===== src/rtl/memory_arbiter.sv =====
// Single-port RAM arbiter for the instruction and data ports. Data has priority,
// each grant is bounded by a timeout, and RAM faults raise a sticky memerr flag.
module memory_arbiter #(
  parameter int          TIMEOUT = 255,
  parameter logic [31:0] ERRWORD = 32'hBAD1BAD1
) (
  input  logic        CLK,
  input  logic        nRST,
  input  logic        iREN,
  input  logic [31:0] iaddr,
  output logic        iwait,
  output logic [31:0] iload,
  input  logic        dREN,
  input  logic        dWEN,
  input  logic [31:0] daddr,
  input  logic [31:0] dstore,
  output logic        dwait,
  output logic [31:0] dload,
  output logic        ramREN,
  output logic        ramWEN,
  output logic [31:0] ramaddr,
  output logic [31:0] ramstore,
  input  logic [31:0] ramload,
  input  logic [1:0]  ramstate,
  output logic        memerr
);

  typedef enum logic [2:0] {
    IDLE   = 3'd0,
    IGRANT = 3'd1,
    DGRANT = 3'd2,
    IDONE  = 3'd3,
    DDONE  = 3'd4
  } state_t;

  localparam logic [1:0] RAM_ACCESS = 2'd2;
  localparam logic [1:0] RAM_ERROR  = 2'd3;
  localparam logic [9:0] TLAST      = 10'(TIMEOUT - 1);

  state_t      state_r;
  logic        op_write_r;
  logic [9:0]  tcount_r;
  logic        access_s;
  logic        fault_s;

  // Grant termination decode; ACCESS takes precedence over an expiring timeout
  always_comb begin
    access_s = 1'b0;
    fault_s  = 1'b0;
    if (ramstate == RAM_ACCESS) begin
      access_s = 1'b1;
    end else if (ramstate == RAM_ERROR || tcount_r == TLAST) begin
      fault_s = 1'b1;
    end else begin
      fault_s = 1'b0;
    end
  end

  // Completion pulses decoded from the DONE states, qualified by a live request
  assign iwait = !(state_r == IDONE && iREN);
  assign dwait = !(state_r == DDONE && (dREN || dWEN));

  // Arbitration FSM with registered RAM strobes, latched address/data and load words
  always_ff @(posedge CLK or negedge nRST) begin
    if (!nRST) begin
      state_r    <= IDLE;
      op_write_r <= 1'b0;
      tcount_r   <= 10'd0;
      ramREN     <= 1'b0;
      ramWEN     <= 1'b0;
      ramaddr    <= 32'd0;
      ramstore   <= 32'd0;
      iload      <= 32'd0;
      dload      <= 32'd0;
      memerr     <= 1'b0;
    end else begin
      case (state_r)
        IDLE: begin
          if (dREN || dWEN) begin
            ramaddr    <= daddr;
            ramstore   <= dstore;
            op_write_r <= dWEN;
            ramWEN     <= dWEN;
            ramREN     <= !dWEN;
            tcount_r   <= 10'd0;
            state_r    <= DGRANT;
          end else if (iREN) begin
            ramaddr  <= iaddr;
            ramREN   <= 1'b1;
            ramWEN   <= 1'b0;
            tcount_r <= 10'd0;
            state_r  <= IGRANT;
          end else begin
            ramREN <= 1'b0;
            ramWEN <= 1'b0;
          end
        end
        IGRANT: begin
          if (access_s) begin
            iload   <= ramload;
            ramREN  <= 1'b0;
            ramWEN  <= 1'b0;
            state_r <= IDONE;
          end else if (fault_s) begin
            iload   <= ERRWORD;
            memerr  <= 1'b1;
            ramREN  <= 1'b0;
            ramWEN  <= 1'b0;
            state_r <= IDONE;
          end else begin
            tcount_r <= tcount_r + 10'd1;
          end
        end
        DGRANT: begin
          if (access_s) begin
            if (!op_write_r) begin
              dload <= ramload;
            end
            ramREN  <= 1'b0;
            ramWEN  <= 1'b0;
            state_r <= DDONE;
          end else if (fault_s) begin
            if (!op_write_r) begin
              dload <= ERRWORD;
            end
            memerr  <= 1'b1;
            ramREN  <= 1'b0;
            ramWEN  <= 1'b0;
            state_r <= DDONE;
          end else begin
            tcount_r <= tcount_r + 10'd1;
          end
        end
        IDONE, DDONE: begin
          ramREN  <= 1'b0;
          ramWEN  <= 1'b0;
          state_r <= IDLE;
        end
        default: begin
          ramREN  <= 1'b0;
          ramWEN  <= 1'b0;
          state_r <= IDLE;
        end
      endcase
    end
  end

endmodule


===== config.mk =====
export PLATFORM = sky130hd
export DESIGN_NAME = memory_arbiter
export DESIGN_NICKNAME = d
export VERILOG_FILES = /design/src/rtl/memory_arbiter.sv
export SDC_FILE = /design/constraint.sdc
export NUM_CORES = 1
export LEC_CHECK = 0
export BUFFER_PORTS_ARGS = -buffer_cell sky130_fd_sc_hd__buf_2
export CAP_MARGIN = 15
export CELL_PAD_IN_SITES_DETAIL_PLACEMENT = 1
export CELL_PAD_IN_SITES_GLOBAL_PLACEMENT = 1
export CORE_UTILIZATION = 35
export CTS_CLUSTER_SIZE = 8
export DETAILED_ROUTE_END_ITERATION = 12
export GPL_TIMING_DRIVEN = 0
export MAX_ROUTING_LAYER = met4
export PLACE_DENSITY = 0.86
export SETUP_SLACK_MARGIN = 0.15
export SYNTH_ARGS = -nofsm -noshare
export SYNTH_HDL_FRONTEND = slang
export SYNTH_SLANG_ARGS = --single-unit

===== constraint.sdc =====
create_clock -name CLK -period 2.6 [get_ports CLK]
set_input_delay 0 -clock CLK [delete_from_list [all_inputs] [get_ports CLK]]
set_output_delay 0 -clock CLK [all_outputs]
set_load 0.1 [all_outputs]

Word-level counts from Yosys, hierarchy flattened
Cells that the tools add are included.

Word-level logic and storage cells: 76. Register bits after elaboration: 145. Bits of input ports: 135. Output and inout port bits: 133.

Reductions and logical operators: 19. Eq/ne operators: 15. Add/subtract/negate cells: 1. Muxes and demuxes: 30. Bitwise operators: 1.

Operator list (count): $mux 32 (8); $mux 10 (4); $pmux 10 s2 (1); $mux 3 (6); $add 10x1->10 const B (1); $eq 10x8->1 const B (1); $ne 3x3->1 const B (3); $pmux 3 s3 (1); $mux 1 (8); $ne 2x2->1 const B (4); $reduce_and 4->1 (2); $eq 3x2->1 const B (2); $reduce_and 2->1 (3); $reduce_and 3->1 (2); $reduce_bool 2->1 (3); $eq 2x2->1 const B (2); $pmux 1 s2 (2); $eq 3x1->1 const B (1); $eq 3x3->1 const B (1); $logic_not 1->1 (3); $logic_not 3->1 (1); $ne 3x1->1 const B (1); $logic_and 1x1->1 (2); $logic_or 1x1->1 (2); 2 further kinds (2).

Longest topological paths before layout
Depth in word-level cells: 7. Mapped depth: 8. Mapped depth without buffers: 6.

Least setup slack after synthesis
OpenSTA, ideal clock, no wires.

Path kind: register to register. Start: register tcount_r[0]. End: register dload[10]. Required time: 2.475 ns. Period minus slack after synthesis: 2.135 ns. Arrival: 2.010 ns. Setup time: 0.125 ns. Path buffers: 2. Cell stages (with the launch flop): 9. Path slack: 0.465 ns. Cell sequence: dfrtp_1 -> inv_1 -> ha_1 -> nor3b_2 -> a31oi_4 -> or4_1 -> buf_6 -> buf_8 -> mux2_4.

Word-level cells in the longest chain between the ends: 6. Elaborated cells on any way between the ends: 7. Those cells by class: 2 x eq/ne; 2 x mux; 3 x reduce/logical.

RTL lines: start: declaration (RTL line 42) `logic [9:0] tcount_r;`; start signal: assignment (RTL line 111) `tcount_r <= tcount_r + 10'd1;`; start signal: assignment (RTL line 131) `tcount_r <= tcount_r + 10'd1;`; $eq 10x8->1 * (RTL line 52) `end else if (ramstate == RAM_ERROR || tcount_r == TLAST) begin`; $logic_or 1x1->1 * (RTL line 52); $mux 1 * (RTL line 52); $mux 1 * (RTL line 50) `if (ramstate == RAM_ACCESS) begin`; $ne 2x2->1 (no source line) or $reduce_bool 2->1 (tied branches); $reduce_and 4->1 (no source line) *; end signal: assignment (RTL line 117) `dload <= ramload;`; end: declaration (RTL line 18) `output logic [31:0] dload,`.

Mark *: on every way between the ends. The rest lies on a longest branch, timed or not. A chain may end at the register's enable or synchronous reset.

Final worst setup path
Start: input port dWEN. End: register ramaddr[25].

Word-level cells in the longest chain between the ends: 3. Elaborated cells on any way between the ends: 4. Those cells by class: 1 x mux; 3 x reduce/logical.

RTL lines: start: declaration (RTL line 14) `input logic dWEN,`; $logic_or 1x1->1 * (RTL line 79) `if (dREN || dWEN) begin`; $reduce_bool 2->1 (no source line); $reduce_and 2->1 (no source line); end signal: assignment (RTL line 80) `ramaddr <= daddr;`; end signal: assignment (RTL line 88) `ramaddr <= iaddr;`; end: declaration (RTL line 21) `output logic [31:0] ramaddr,`.

Marks and branches as above.

==> impl_metrics.csv <==
group,metric,value,unit
run_status,status,"finished clean",
yosys,synth-edff-count,0,
yosys,synth_flop_cell,"dfrtp_1",
clock_network,htreeDepth,4,
route,firstDrtPassIters,4,
global_routing,grt_max_degree,83,
global_routing,grt_use_met2,47.49,%
timing,tightest_slew,0.6122,ns
timing,fin_skew,0.008873,ns
floorplanning,num_io_pins,268,
route,drcViolationCount,0,
yosys,yosys.area.top_type,"dfrtp_1",
final_layout,design_area,9858,um^2
global_routing,grt.overflow.total,0,
route,ant_nets,0,
route,wl_per_cell,20.22,um
timing,fin_ws,0.2879,ns
clock_network,cts.reportedPaths.clkPinSlew,0.06,ns
timing,finalCriticalPeriod,2.312,ns
timing,max_freq,432.5,MHz
clock_network,cts_buffer_depth,2,
timing,fin_setup_tns,0,ns
final_layout,final_layout_size_suffix_gt1_share,41.67,%
timing,rsz0062_at_grt,"true",
global_routing,grt_usage,26.46,%
clock_network,cts_buffers,17,
setup_path,arrival,2.57,ns
setup_path,reg2reg_to,"tcount_r[0]$_DFFE_PN0P_",
yosys,yosysMostFrequentCell,"dfrtp_1",
yosys,synth_area_leaders,"dfrtp_1 (58%), mux2_4 (7.2%), mux2i_1 (5.8%), mux2_2 (5.8%), nand2_1 (2.7%)",
clock_network,clockRootBuffer,"clkbuf_16",
timing,drv_slew,0,
yosys,syn_nets,617,
floorplanning,coreArea,17360,um^2
yosys,ys_seq_area_share,58.22,%
floorplanning,die_x,135.4,um
global_routing,use_met1,28.83,%
yosys,netlist_top_cells_count,"dfrtp_1 (145), nand2_1 (44), mux2i_1 (36)",
timing,holdWs,0.05905,ns
placement,place_area,7879,um^2
route,vias,5673,
yosys,yosys.area.top_type_share,58.22,%
hold_path,hp-start,"ramload[21]",
floorplanning,die_h,135.4,um
setup_path,timing.rr.start,"tcount_r[0]$_DFFE_PN0P_",
yosys,yosys.cell_types.count,41,
setup_path,crit_fanout,10,
global_routing,grt.met3_usage,5.387,%
clock_network,cts_tree,"done",
placement,portBuffers,266,
floorplanning,rows,48,
final_layout,syn2layout_area_growth,58.18,%
clock_network,insertion_delay,0.42,ns
setup_path,path_class,"in -> reg",
placement,dp_hpwl,14270,um
setup_path,startpoint,"dWEN",
yosys,syn_avg_cell_area,12.98,um^2
route,routed_wl,23020,um
global_routing,grt_antenna_before_repair,1,
setup_path,crit_path_end_kind,"flip-flop",
setup_path,required,2.86,ns
final_layout,fin_nets,1036,
timing,slew_headroom,58.92,%
yosys,syn_area,6232,um^2
timing,finalCritPeriodShare,88.93,%
placement,finalWeightedCongestion,0.8082,
global_routing,grt-busiest-layer,"met2",
yosys,syn_inst,480,
route,drt_iter0_markers,189,
global_routing,grt_pass1_vias,6467,
floorplanning,start_util,35.91,%
flow_run,cap_violations,0,
setup_path,endpoint,"ramaddr[25]$_DFFE_PN0P_",
placement,place_worst_setup_slack,0.1668,ns
yosys,synth-seq-cells,145,
setup_path,r2r_cells,8,
setup_path,startpoint_type,"input pin",
floorplanning,die_area,18340,um^2
yosys,synth_warnings,0,
setup_path,r2r_slack,0.32,ns
clock_network,cts_sinks,145,
timing,setup_viol,0,
yosys,async_flop_share,100.0,%
timing,hold_viol,0,
route,vias_per_cell,4.985,
hold_path,min_path_type,"in -> reg",
global_routing,grt_pass1_wl,35510,um
final_layout,fillers,1872,
[stage by stage]
stage / util [%] / cells
after floorplan: - / 480
after global placement: 45.20 / 971
after detailed placement: 45.39 / 972
after CTS: 56.64 / 1136
after global routing: 56.80 / 1138
final: 56.80 / 1138
[registers in the layout, indices dropped and copies added, names as in the netlist]
signal,count
dload,32
iload,32
ramaddr,32
ramstore,32
tcount_r,10
state_r,3
memerr,1
op_write_r,1
ramREN,1
ramWEN,1
[cell usage in the layout, fill, tap and decap left out, types with 4 or more instances in the layout]
master	count
dfrtp_1	145
dlygate4sd3_1	132
mux2i_1	36
and2_1	17
o211ai_1	4
o22a_1	18
clkbuf_16	17
o31ai_1	6
mux2_2	32
o21ai_0	33
mux2_4	30
a22o_1	16
a21oi_1	4
nand2_1	44
buf_2	268
clkbuf_1	19
bufinv_16	4
nor3_1	5
nand2b_1	21
[timing repair]
action | 4_1_cts | 5_1_grt
gates resized for setup | 1 | 9
buffers inserted | 0 | 1
setup endpoints to repair | 10 | 61
endpoints found under the hold margin | 190 | 0
hold buffers | 132 | 0
[worst min-delay path by stage]
stage	to	slack [ns]	cells past startpoint
finish	dload[21]$_DFFE_PN0P_	0.06	3
global route	dload[21]$_DFFE_PN0P_	0.07	3
CTS	dload[21]$_DFFE_PN0P_	0.06	3
detailed placement	dload[3]$_DFFE_PN0P_	0.03	1
global placement	ramstore[5]$_DFFE_PN0P_	0.23	2
floorplan	dload[0]$_DFFE_PN0P_	-0.30	0
[critical path, cell delays in order]
cell and delay (ns):
dlygate4sd3_1 0.56, buf_2 0.17, nor2_2 0.33, clkbuf_2 0.39, mux2i_1 0.15, dlygate4sd3_1 0.58, o21ai_0 0.38
[layer usage]
layer | up-vias | share of wire, %
li1 | 2552 | -
met1 | 2819 | 39
met2 | 262 | 52
met3 | 40 | 6.0
met4 | 0 | 2.4
met5 | - | 0
[logic make-up after synthesis]
group / synth area share, %
AO/OA/AOI/OAI: 10.04
flip-flops: 58.22
adder cells (fa/ha/maj): 0.4015
buffers and inverters: 2.770
multiplexers: 19.15
XOR/XNOR: 0.1406
AND/OR/NAND/NOR: 9.275
[area by class of cell]
type                       count  area [um^2]  share of cell area, %
buffer                        31        165.2                  1.675
inverter                       3        11.26                 0.1142
timing repair buffer         400         2694                  27.33
tap                          225        281.5                  2.856
clock inverter                13        185.2                  1.878
clock buffer                  19        442.9                  4.493
sequential                   145         3628                  36.81
antenna                        1        2.502                0.02538
multi-input combinational    301         2447                  24.83
Power is left out: the tool's default activity adds up to more than one toggle a clock period on the data nets, which glitch-free logic cannot reach.
